<file path="config.mk">
export PLATFORM = sky130hd
export DESIGN_NAME = matrix_controller
export DESIGN_NICKNAME = d
export VERILOG_FILES = /design/src/rtl/matrix_ctrl_pkg.sv /design/src/rtl/matrix_mem.sv /design/src/rtl/matrix_controller.sv
export SDC_FILE = /design/constraint.sdc
export NUM_CORES = 1
export LEC_CHECK = 0
export BUFFER_PORTS_ARGS = -buffer_cell sky130_fd_sc_hd__clkbuf_2
export CAP_MARGIN = 20
export CELL_PAD_IN_SITES_DETAIL_PLACEMENT = 2
export CELL_PAD_IN_SITES_GLOBAL_PLACEMENT = 2
export CORE_MARGIN = 3
export CORE_UTILIZATION = 33
export DETAILED_ROUTE_END_ITERATION = 16
export PLACE_DENSITY = 0.87
export REMOVE_ABC_BUFFERS = 1
export SETUP_SLACK_MARGIN = 0.02
export SLEW_MARGIN = 20
export SYNTH_ARGS = -nofsm -noshare
export SYNTH_HDL_FRONTEND = slang
export SYNTH_SLANG_ARGS = --single-unit
export TNS_END_PERCENT = 1
</file>
<file path="constraint.sdc">
create_clock -name clk -period 2.88 [get_ports clk]
set_input_delay 0.144 -clock clk [delete_from_list [all_inputs] [get_ports clk]]
set_output_delay 0.144 -clock clk [all_outputs]
set_load 0.05 [all_outputs]
</file>
<file path="src/rtl/matrix_ctrl_pkg.sv">
// Shared types and helpers for the matrix read controller.
// Latency: n/a (declarations only).
// Backpressure: n/a (declarations only).
//
// Contents:
//   state_t     - controller FSM states
//   total_elems - element count of an N x N matrix
package matrix_ctrl_pkg;

  typedef enum logic [2:0] {
    IDLE  = 3'd0,
    READ  = 3'd1,
    GAP   = 3'd2,
    FLUSH = 3'd3,
    DONE  = 3'd4
  } state_t;

  function automatic int total_elems(input int n);
    return n * n;
  endfunction

endpackage

</file>
<file path="src/rtl/matrix_mem.sv">
// Synchronous-read ROM holding the matrix; word i holds i mod 2**data_width.
// Latency: 1 cycle from rd_en/rd_addr to rd_data.
// Backpressure: none; rd_data holds its value whenever rd_en is low.
//
// Ports:
//   clk, rst  - clock and synchronous active-high reset (clears rd_data)
//   rd_en     - capture the word at rd_addr on this edge
//   rd_addr   - word index
//   rd_data   - registered read data
module matrix_mem #(
  parameter int idx_width  = 6,
  parameter int data_width = 8,
  parameter int depth      = 64
) (
  input  logic                  clk,
  input  logic                  rst,
  input  logic                  rd_en,
  input  logic [idx_width-1:0]  rd_addr,
  output logic [data_width-1:0] rd_data
);

  logic [data_width-1:0] rom [depth];

  // Contents are a pure function of the index, so they are built as
  // constant logic rather than loaded from a file.
  always_comb begin
    for (int i = 0; i < depth; i++) begin
      rom[i] = data_width'(i);
    end
  end

  always_ff @(posedge clk) begin
    if (rst) begin
      rd_data <= '0;
    end else if (rd_en) begin
      rd_data <= rom[rd_addr];
    end
  end

endmodule

</file>
<file path="src/rtl/matrix_controller.sv">
// Row-major burst reader streaming every element of an N x N matrix as addr/data beats.
// Latency: first out_valid one edge after the edge that moves IDLE->READ; each issued address appears one cycle later.
// Backpressure: none from downstream; enable=0 freezes FSM, counters and pipeline and forces out_valid low.
//
// Ports:
//   clk, rst   - clock and synchronous active-high reset
//   enable     - global run enable
//   start      - level request for a full matrix read (must drop before a re-trigger)
//   out_addr   - linear element address of the current beat
//   out_data   - element data aligned with out_addr
//   out_valid  - out_addr/out_data valid this cycle (registered)
// Build option: define CHUNK_GAP_EN to insert one idle cycle between chunks.
module matrix_controller
  import matrix_ctrl_pkg::*;
#(
  parameter int addr_width  = 8,
  parameter int data_width  = 8,
  parameter int chunk_size  = 4,
  parameter int matrix_size = 8
) (
  input  logic                  clk,
  input  logic                  rst,
  input  logic                  enable,
  input  logic                  start,
  output logic [addr_width-1:0] out_addr,
  output logic [data_width-1:0] out_data,
  output logic                  out_valid
);

  localparam int TOTAL = total_elems(matrix_size);
  localparam int IW    = (TOTAL > 1) ? $clog2(TOTAL) : 1;
  localparam int CW    = (chunk_size > 1) ? $clog2(chunk_size) : 1;

  localparam logic [addr_width-1:0] LAST_ADDR  = addr_width'(TOTAL - 1);
  localparam logic [CW-1:0]         CHUNK_LAST = CW'(chunk_size - 1);

  state_t                state_q;
  state_t                state_d;
  logic [addr_width-1:0] addr_cnt;
  logic [CW-1:0]         chunk_cnt;
  logic                  issue;
  logic                  clr_cnt;
  logic                  rd_en;

  // ---------------------------------------------------------------
  // FSM state register; everything freezes while enable is low.
  // ---------------------------------------------------------------
  always_ff @(posedge clk) begin
    if (rst) begin
      state_q <= IDLE;
    end else if (enable) begin
      state_q <= state_d;
    end
  end

  // ---------------------------------------------------------------
  // Next state. 'issue' depends on state only, so out_valid has no
  // path from the inputs beyond the enable gate on its register.
  // ---------------------------------------------------------------
  always_comb begin
    state_d = state_q;
    issue   = 1'b0;
    clr_cnt = 1'b0;
    case (state_q)
      IDLE: begin
        if (start) begin
          state_d = READ;
          clr_cnt = 1'b1;
        end
      end
      READ: begin
        issue = 1'b1;
        if (addr_cnt == LAST_ADDR) begin
          state_d = FLUSH;
        end
`ifdef CHUNK_GAP_EN
        else if (chunk_cnt == CHUNK_LAST) begin
          state_d = GAP;
        end
`endif
      end
      GAP: begin
        state_d = READ;
      end
      FLUSH: begin
        state_d = DONE;
      end
      DONE: begin
        // Level start: wait for it to drop so a held request reads once.
        if (!start) begin
          state_d = IDLE;
        end
      end
      default: begin
        state_d = IDLE;
      end
    endcase
  end

  // ---------------------------------------------------------------
  // Address and chunk counters. Without the gap option the chunk
  // counter only tracks burst position for observation.
  // ---------------------------------------------------------------
  always_ff @(posedge clk) begin
    if (rst) begin
      addr_cnt  <= '0;
      chunk_cnt <= '0;
    end else if (enable) begin
      if (clr_cnt) begin
        addr_cnt  <= '0;
        chunk_cnt <= '0;
      end else if (issue) begin
        addr_cnt  <= addr_cnt + 1'b1;
        chunk_cnt <= (chunk_cnt == CHUNK_LAST) ? '0 : chunk_cnt + 1'b1;
      end
    end
  end

  // ---------------------------------------------------------------
  // Output stage. out_addr is captured on the same edge the ROM
  // captures its word, which keeps address and data aligned through
  // stalls.
  // ---------------------------------------------------------------
  assign rd_en = enable & issue;

  always_ff @(posedge clk) begin
    if (rst) begin
      out_addr  <= '0;
      out_valid <= 1'b0;
    end else begin
      out_valid <= rd_en;
      if (rd_en) begin
        out_addr <= addr_cnt;
      end
    end
  end

  matrix_mem #(
    .idx_width  (IW),
    .data_width (data_width),
    .depth      (TOTAL)
  ) u_mem (
    .clk     (clk),
    .rst     (rst),
    .rd_en   (rd_en),
    .rd_addr (addr_cnt[IW-1:0]),
    .rd_data (out_data)
  );

endmodule

</file>
After elaboration in Yosys (flattened, before gate mapping)
Memory sizes are Yosys's and may differ from the RTL's. A register that Yosys moved wholly into a read port is not among the register bits.
Cells that the tools add are included.
- register bits: 20
- memory bits (read-only): 512
- output and inout bits: 17
- logic and storage cells: 29
- memories kept: 1
- memories (name ; words ; width ; read ports ; clocked after memory_dff ; wr ports ; RTL line ; source):
    (no name shown) ; 64 ; 8 ; 1 ; 1 ; 0 ; matrix_mem.sv:36 ; rd_data <= rom[rd_addr];
- add/sub/neg operators: 1
- equality and inequality tests: 8
- multiplexer cells: 9
- bitwise operators: 2
- reduce and logical (&&, ||, !) cells: 4
- operator list (cell ; count):
    $mux 8 ; 2
    $pmux 3 s5 ; 1
    $mux 3 ; 3
    $add 8x1->8 const B ; 1
    $eq 8x6->1 const B ; 1
    $not 6->7 ; 1
    $eq 3x2->1 const B ; 2
    $ne 2x2->1 const B ; 3
    $reduce_and 4->1 ; 1
    $eq 3x1->1 const B ; 1
    $eq 3x3->1 const B ; 1
    $logic_not 3->1 ; 1
    $mux 1 ; 3
    $reduce_and 2->1 ; 1
    $reduce_bool 2->1 ; 1
    $and 1x1->1 ; 1

Longest topological paths before layout
Gate-level depths: netlist (run 1).
- word-level depth: 4
- depth in mapped cells: 5
- mapped depth without buffers: 4

Cells and area by module
From an unflattened synthesis (run 1), not the netlist that was laid out.
- cell total of the unflattened synthesis: 133
- area, all modules: 1132.3 um2
- modules (own cells, without submodules) (module ; instances ; cells an instance ; area an instance (um2) ; sequential area each (um2)):
    matrix_controller ; 1 ; 111 ; 899.6 ; 400.4
    matrix_mem ; 1 ; 22 ; 232.7 ; 120.1

Least setup slack after synthesis (run 1)
No wires, ideal clock.
- kind: reg2reg
- from: register state_q[2]
- to: register addr_cnt[4]
- library setup time: 130 ps
- arrival time: 1348 ps
- slack: 1402 ps
- cell stages (with the launch flop): 6
- period minus slack after synthesis: 1478 ps
- cell sequence: dfxtp_1 buf_2 or4b_1 buf_2 a211oi_1 o32ai_1
- longest elaborated chain between the ends: 4
- elaborated cells between the ends (all ways): 7
- those cells by class: eq/ne (1); mux (3); reduce/logical (3)
- ends and longest elaborated chain (what ; RTL line ; source):
    start: declaration ; matrix_controller.sv:37 ; state_t state_q;
    start signal: assignment ; matrix_controller.sv:52 ; state_q <= state_d;
    $eq 3x1->1 or $logic_not 3->1 (tied branches) ; matrix_controller.sv:64 ; case (state_q)
    $mux 1 ; matrix_controller.sv:64 ;
    $reduce_bool 2->1 (no source line) ; - ;
    $reduce_and 2->1 (no source line) ; - ;
    end signal: assignment ; matrix_controller.sv:113 ; addr_cnt <= addr_cnt + 1'b1;
    end: declaration ; matrix_controller.sv:39 ; logic [addr_width-1:0] addr_cnt;
Parallel ways exist; a longest one is shown, timed or not.
A chain may end at the register's enable or synchronous reset.

Final worst setup path (run 1)
- from: register addr_cnt[0]
- to: register addr_cnt[6]
- longest elaborated chain between the ends: 3
- ends and longest elaborated chain (what ; RTL line ; source):
    $add 8x1->8 ; matrix_controller.sv:113 ;
    $mux 8 ; matrix_controller.sv:112 ; end else if (issue) begin
    $mux 8 ; matrix_controller.sv:109 ; if (clr_cnt) begin
No other way between the ends. The select of a mux whose other input is x is not followed.

==> impl_results.md, run 1 <==
- Layout cells sized above 1: 0.194
- TritonCTS clock tree: yes
- Wirelength per Cell: 15.6 um
- Peak supply drop: 0.372 mV
- Clk_skew: 5.79 ps
- Post-Syn Instances: 128
- Sequential power share: 0.504
- Crit share post-route: 0.578
- First DRT Iteration DRCs: 41
- H-tree Lvls: 1
- Final Max Tran Viols: 0
- Psw: 131 uW
- Initial antenna violation count: 0
- Hold Violations, Final: 0
- Status: complete, no violations
- Initial Util: 0.365
- Post-synthesis cell type count: 36
- Crit. End Element: register
- Longest Clk Path Bufs: 2
- GPL Wtd Cong: 0.843
- Post-CTS Resized: 0
- Vias in the first global route: 997
- Register area share after synthesis: 0.379
- Clock share of power: 0.416
- Global-route wire length before repair: 5000 um
- EDFF count, synth: 0
- Synth-to-layout area growth: 8.64%
- Hold Crit Class: in2reg
- Post-CTS setup buffer count: 0
- Sw Ratio: 0.233
- Post-route ant nets: 0
- Power Dens Cells: 490 nW/um2
- DR pass1 iterations: 3
- F_max: 601 MHz
- Gate power share: 0.080
- Synth top area cells: dfxtp_1 38%, nand2_1 6.7%, a21oi_1 5.7%
- Max Cap Viol: 0
- Core area: 2900 um2
- Total negative slack: 0 ps
- Post-Syn Area per Cell: 8.26 um2
- Layout Nets: 140
- Ys flop type: dfxtp_1
- Die height: 62.6 um
- WP data required: 3110 ps
- Final design utilization: 0.396
- Arr. time, crit path: 1900 ps
- DRC viols: 0
- CTS Buf Count: 3
- Die Area: 3920 um2
- GRT Overall Usage: 0.158
- Clock root buffer master: clkbuf_4
- Yosys warns: 0
- Yosys top cell by area: dfxtp_1
- # IOs: 21
- Total inserted antenna cells: 0
- Number of I/O port buffers: 18
- Kind of critical path: reg2reg
- Fraction of registers with async set/reset: 0
- Post-DP Area: 1100 um2
- Largest fanout on the critical path: 8
- Row cnt: 19
- RSZ-0062 raised after global routing: no
- Sinks on Clock Net: 20
- Via/cell ratio: 5.28
- DPL Wire Length: 1940 um
- Die width: 62.6 um
- Clock Latency Late Sink: 310 ps
- Clock transition at path regs: 120 ps
- Final Total Pwr: 563 uW
- Cts hold-fix bufs: 0
- Final Setup Violations: 0
- Routed vias: 929
- Setup crit start kind: register
- Final min period: 1660 ps
- Static leakage: 0.394 nW
- Drt total wl: 2750 um
- Mapped cell area: 1060 um2
- GRT overflow: 0
- Layout fillers: 345
- Pin count of the biggest net entering global routing: 24
- Seq cells post-synth: 20
- Fin area: 1150 um2
- Post-synth top area share: 0.379
- Internal power: 432 uW
[power groups by stage]
stage	Combinational (mW)	Sequential, mW	Clock, mW
2_1_floorplan	0.0257	0.291	0
6_report	0.0450	0.284	0.234
3_3_place_gp	0.0433	0.290	0
4_1_cts	0.0457	0.284	0.243
5_1_grt	0.0503	0.285	0.258
3_5_place_dp	0.0444	0.290	0
[Yosys cell counts (2+ instances only)]
| master | instances |
|---|---|
| nand4_1 | 2 |
| nand3_1 | 5 |
| o21ai_0 | 4 |
| nand2b_1 | 5 |
| buf_4 | 8 |
| nand2_1 | 19 |
| a21oi_1 | 12 |
| or4b_1 | 2 |
| or4_1 | 3 |
| nor2_1 | 9 |
| a211oi_1 | 6 |
| dfxtp_1 | 20 |
| clkbuf_1 | 3 |
| buf_2 | 5 |
| inv_1 | 4 |
[cells in the final DEF (no fill, tap or decap)]
master     count
or4b_1         2
nor3b_1        1
and4b_1        1
nand4bb_1      1
o221ai_1       1
or3b_2         1
nand2b_1       5
a311oi_1       1
a21oi_1       12
nand2_1       19
clkbuf_2      18
o22ai_1        1
dfxtp_1       20
ha_1           1
nand3_1        5
nand4bb_4      1
o31ai_1        1
nor4bb_1       1
bufinv_16      1
a31oi_1        1
a211oi_1       6
clkbuf_4       3
o211ai_1       1
nand4_1        2
nor2_1         9
nor3_1         1
conb_1         2
and4bb_2       1
a211o_1        1
a211oi_2       1
o32ai_1        1
or4_1          3
o21ai_0        4
xnor2_1        1
inv_1          4
[through the flow]
step / hold WS, ps / setup slack, ps / std cells
after CTS: 203 / 1200 / 176
after detailed placement: 462 / 1220 / 172
after global routing: 233 / 1060 / 176
final: 209 / 1220 / 176
after floorplan: 213 / 1400 / 112
after global placement: 442 / 1280 / 172
[layout make-up]
| type | count | area, um2 | share of cell area |
|---|---|---|---|
| Clock buffer | 3 | 22.5 | 0.0196 |
| Multi-Input combinational cell | 88 | 538 | 0.468 |
| Sequential cell | 20 | 400 | 0.349 |
| Clock inverter | 1 | 30.0 | 0.0261 |
| Inverter | 4 | 15.0 | 0.0131 |
| Timing Repair Buffer | 18 | 90.1 | 0.0784 |
| Tap cell | 42 | 52.6 | 0.0458 |
[logic make-up after synthesis]
kind of cell    after synthesis  share of synthesized area
fa+ha+maj                     1                     0.0118
flops                        20                      0.379
xor+xnor                      1                    0.00829
other cells                   1                    0.00355
buf+inv                      21                      0.116
compound gates               31                      0.189
simple gates                 53                      0.292
[routing by layer]
metal	wire, um	part of all wire	up-vias	track usage
met5	0	0	-	0
met4	41	0.015	0	0.0551
met3	133	0.048	7	0.0540
met2	1340	0.49	20	0.260
met1	1240	0.45	445	0.192
li1	-	-	457	-
[sequential cells by signal, summed over array words and instances, names as in the netlist]
name	cells
addr_cnt	8
out_valid	1
state_q	3
out_addr	8
[final timing paths]
kind	slack, ps	cells past startpoint	end	start
setup reg to reg	1220	4	addr_cnt[6]$_SDFFE_PP0P_	addr_cnt[0]$_SDFFE_PP0P_
hold reg to reg	470	2	out_addr[7]$_SDFFE_PP0P_	out_addr[7]$_SDFFE_PP0P_
setup / recovery	1220	4	addr_cnt[6]$_SDFFE_PP0P_	addr_cnt[0]$_SDFFE_PP0P_
hold / removal	210	2	addr_cnt[7]$_SDFFE_PP0P_	enable
[worst max-delay path, cell delays in order (launching register included)]
cell and delay (ps):
dfxtp_1 480, ha_1 270, inv_1 110, or4_1 500
a211oi_1 230
(Power assumes the default switching activity.)
==> run 2: changes to the inputs <==
--- a/config.mk
+++ b/config.mk
@@ -10,9 +10,9 @@
 export CELL_PAD_IN_SITES_DETAIL_PLACEMENT = 2
 export CELL_PAD_IN_SITES_GLOBAL_PLACEMENT = 2
 export CORE_MARGIN = 3
-export CORE_UTILIZATION = 33
+export CORE_UTILIZATION = 31
 export DETAILED_ROUTE_END_ITERATION = 16
-export PLACE_DENSITY = 0.87
+export PLACE_DENSITY = 0.83
 export REMOVE_ABC_BUFFERS = 1
 export SETUP_SLACK_MARGIN = 0.02
 export SLEW_MARGIN = 20
==> constraint.sdc (replaced) <==
create_clock -name clk -period 1.54 [get_ports clk]
set_input_delay 0.077 -clock clk [delete_from_list [all_inputs] [get_ports clk]]
set_output_delay 0.077 -clock clk [all_outputs]
set_load 0.05 [all_outputs]
==> impl_results.md, run 2 (synthesized netlist as in run 1, its figures left out) <==
- Layout fillers: 366
- Clock Latency Late Sink: 310 ps
- Largest fanout on the critical path: 8
- Synth-to-layout area growth: 18.5%
- WP data required: 1780 ps
- Core area: 3150 um2
- Hold Violations, Final: 0
- Arr. time, crit path: 1690 ps
- CTS Buf Count: 3
- GRT overflow: 0
- Commonest non-fill, non-tap cell in the layout: nand2_1
- Vias in the first global route: 1,131
- DR pass1 iterations: 4
- # IOs: 21
- CP cell instances: buf_4 > inv_1 > or4_1 > a21oi_1
- Static leakage: 0.459 nW
- Drt total wl: 3410 um
- F_max: 690 MHz
- R2r setup slk: 90 ps
- Slowest CP cell: or4_1
- Hold path start: rst
- Kind of critical path: reg2reg
- Critical Path Source: state_q[0]$_SDFFE_PP0P_
- CP bufs+invs: 2
- Die height: 64.4 um
- R2r startpoint: state_q[0]$_SDFFE_PP0P_
- RSZ-0062 raised after global routing: yes
- Clock transition at path regs: 110 ps
- Clk_skew: 5.73 ps
- Number of I/O port buffers: 18
- Hold Crit Class: in2reg
- Worst Reg-to-Reg Cells: 4
- Wirelength per Cell: 17.7 um
- Area of the multi-input gates: 552 um2
- Hold Crit Depth: 2
- Peak supply drop: 0.243 mV
- Hold Path Sink: state_q[1]$_SDFFE_PP0P_
- Final min period: 1450 ps
- TritonCTS clock tree: yes
- Register area: 403 um2
- Status: complete, no violations
- Max Cap Viol: 0
- Final Total Pwr: 892 uW
- Final Max Tran Viols: 0
- Global-route wire length before repair: 5630 um
- Crit. End Element: register
- Power Dens Cells: 712 nW/um2
- Crit-path leading delay family: simple AND/OR/NAND/NOR gates
- DRC viols: 0
- Setup crit start kind: register
- Crit share post-route: 0.941
- Post-route ant nets: 0
- Layout cells sized above 1: 0.304
- Most frequent cells in the layout: 19 x nand2_1, 18 x dfxtp_1, 18 x clkbuf_2
- Largest registers: addr_cnt x8, out_addr x8, state_q x3
- Routed vias: 1,022
- First DRT Iteration DRCs: 39
- Longest Clk Path Bufs: 2
- DPL Wire Length: 2410 um
- Cts hold-fix bufs: 0
- H-tree Lvls: 1
- Die width: 64.4 um
- GPL Wtd Cong: 0.864
- Placed cell count: 188
- Worst reg2reg endpoint: state_q[2]$_SDFFE_PP0P_
- Via/cell ratio: 5.30
- Sinks on Clock Net: 20
- Initial antenna violation count: 1
- Slowest stage delay, CP: 510 ps
- Clock root buffer master: clkbuf_4
- Die Area: 4150 um2
- Final design utilization: 0.397
- Hold Slack: 42.6 ps
- Pin count of the biggest net entering global routing: 19
- Layout Nets: 155
- Total negative slack: 0 ps
- Row cnt: 20
- Finished Layout Cells: 193
- Final Setup Violations: 0
- Initial Util: 0.335
- GRT Overall Usage: 0.182
==> run 2: cell count changes in the layout (fill, tap and decap cells not counted), sizes merged <==
cell,previous run,this run
bufinv,1,0
diode,0,1
buf,0,15
==> run 2: per-stage QoR <==
step           setup slack (ps)  area (um2)
2_1_floorplan              64.1         953
3_3_place_gp                101        1200
3_5_place_dp               2.72        1200
4_1_cts                    51.1        1230
5_1_grt                    2.25        1250
6_report                   90.7        1250
==> run 2: worst max path at each step <==
stage	slack, ps	to	cells past startpoint
CTS	50	addr_cnt[6]$_SDFFE_PP0P_	3
detailed placement	3	addr_cnt[4]$_SDFFE_PP0P_	3
global route	2	addr_cnt[0]$_SDFFE_PP0P_	4
finish	90	state_q[2]$_SDFFE_PP0P_	4
global placement	100	addr_cnt[4]$_SDFFE_PP0P_	3
floorplan	60	addr_cnt[6]$_SDFFE_PP0P_	4
==> run 2: area by class of cell <==
cell class,count,share of cell area
Multi-Input combinational cell,88,0.441
Sequential cell,20,0.322
Timing Repair Buffer,33,0.162
Tap cell,44,0.0440
Clock buffer,3,0.0180
Inverter,4,0.0120
Antenna cell,1,0.00200
==> run 2: worst reg2reg max path: cells and delay by family, from the launching register on <==
family | cells | cell delay [ps]
simple gates | 1 | 510
flops | 1 | 420
buf+inv | 2 | 270
compound gates | 1 | 180
==> run 2: metal layers <==
layer  vias to the layer above  track usage  share of wire
li1                        488            -              -
met2                        20        0.317           0.50
met4                         0        0.132          0.036
met5                         -            0              0
met1                       505        0.197           0.44
met3                         9       0.0281          0.023
==> run 2: timing repair <==
| item | CTS | global route |
|---|---|---|
| setup buffers | 0 | 1 |
| setup endpoints to repair | 1 | 4 |
| pin swaps | 0 | 2 |
| resized for setup | 2 | 3 |
==> run 2: power by group <==
group	switching [mW]	leakage (nW)	total [mW]	internal, mW
Sequential	0.00402	0.162	0.526	0.522
Clock	0.164	0.0138	0.256	0.0916
Combinational	0.0762	0.283	0.111	0.0344
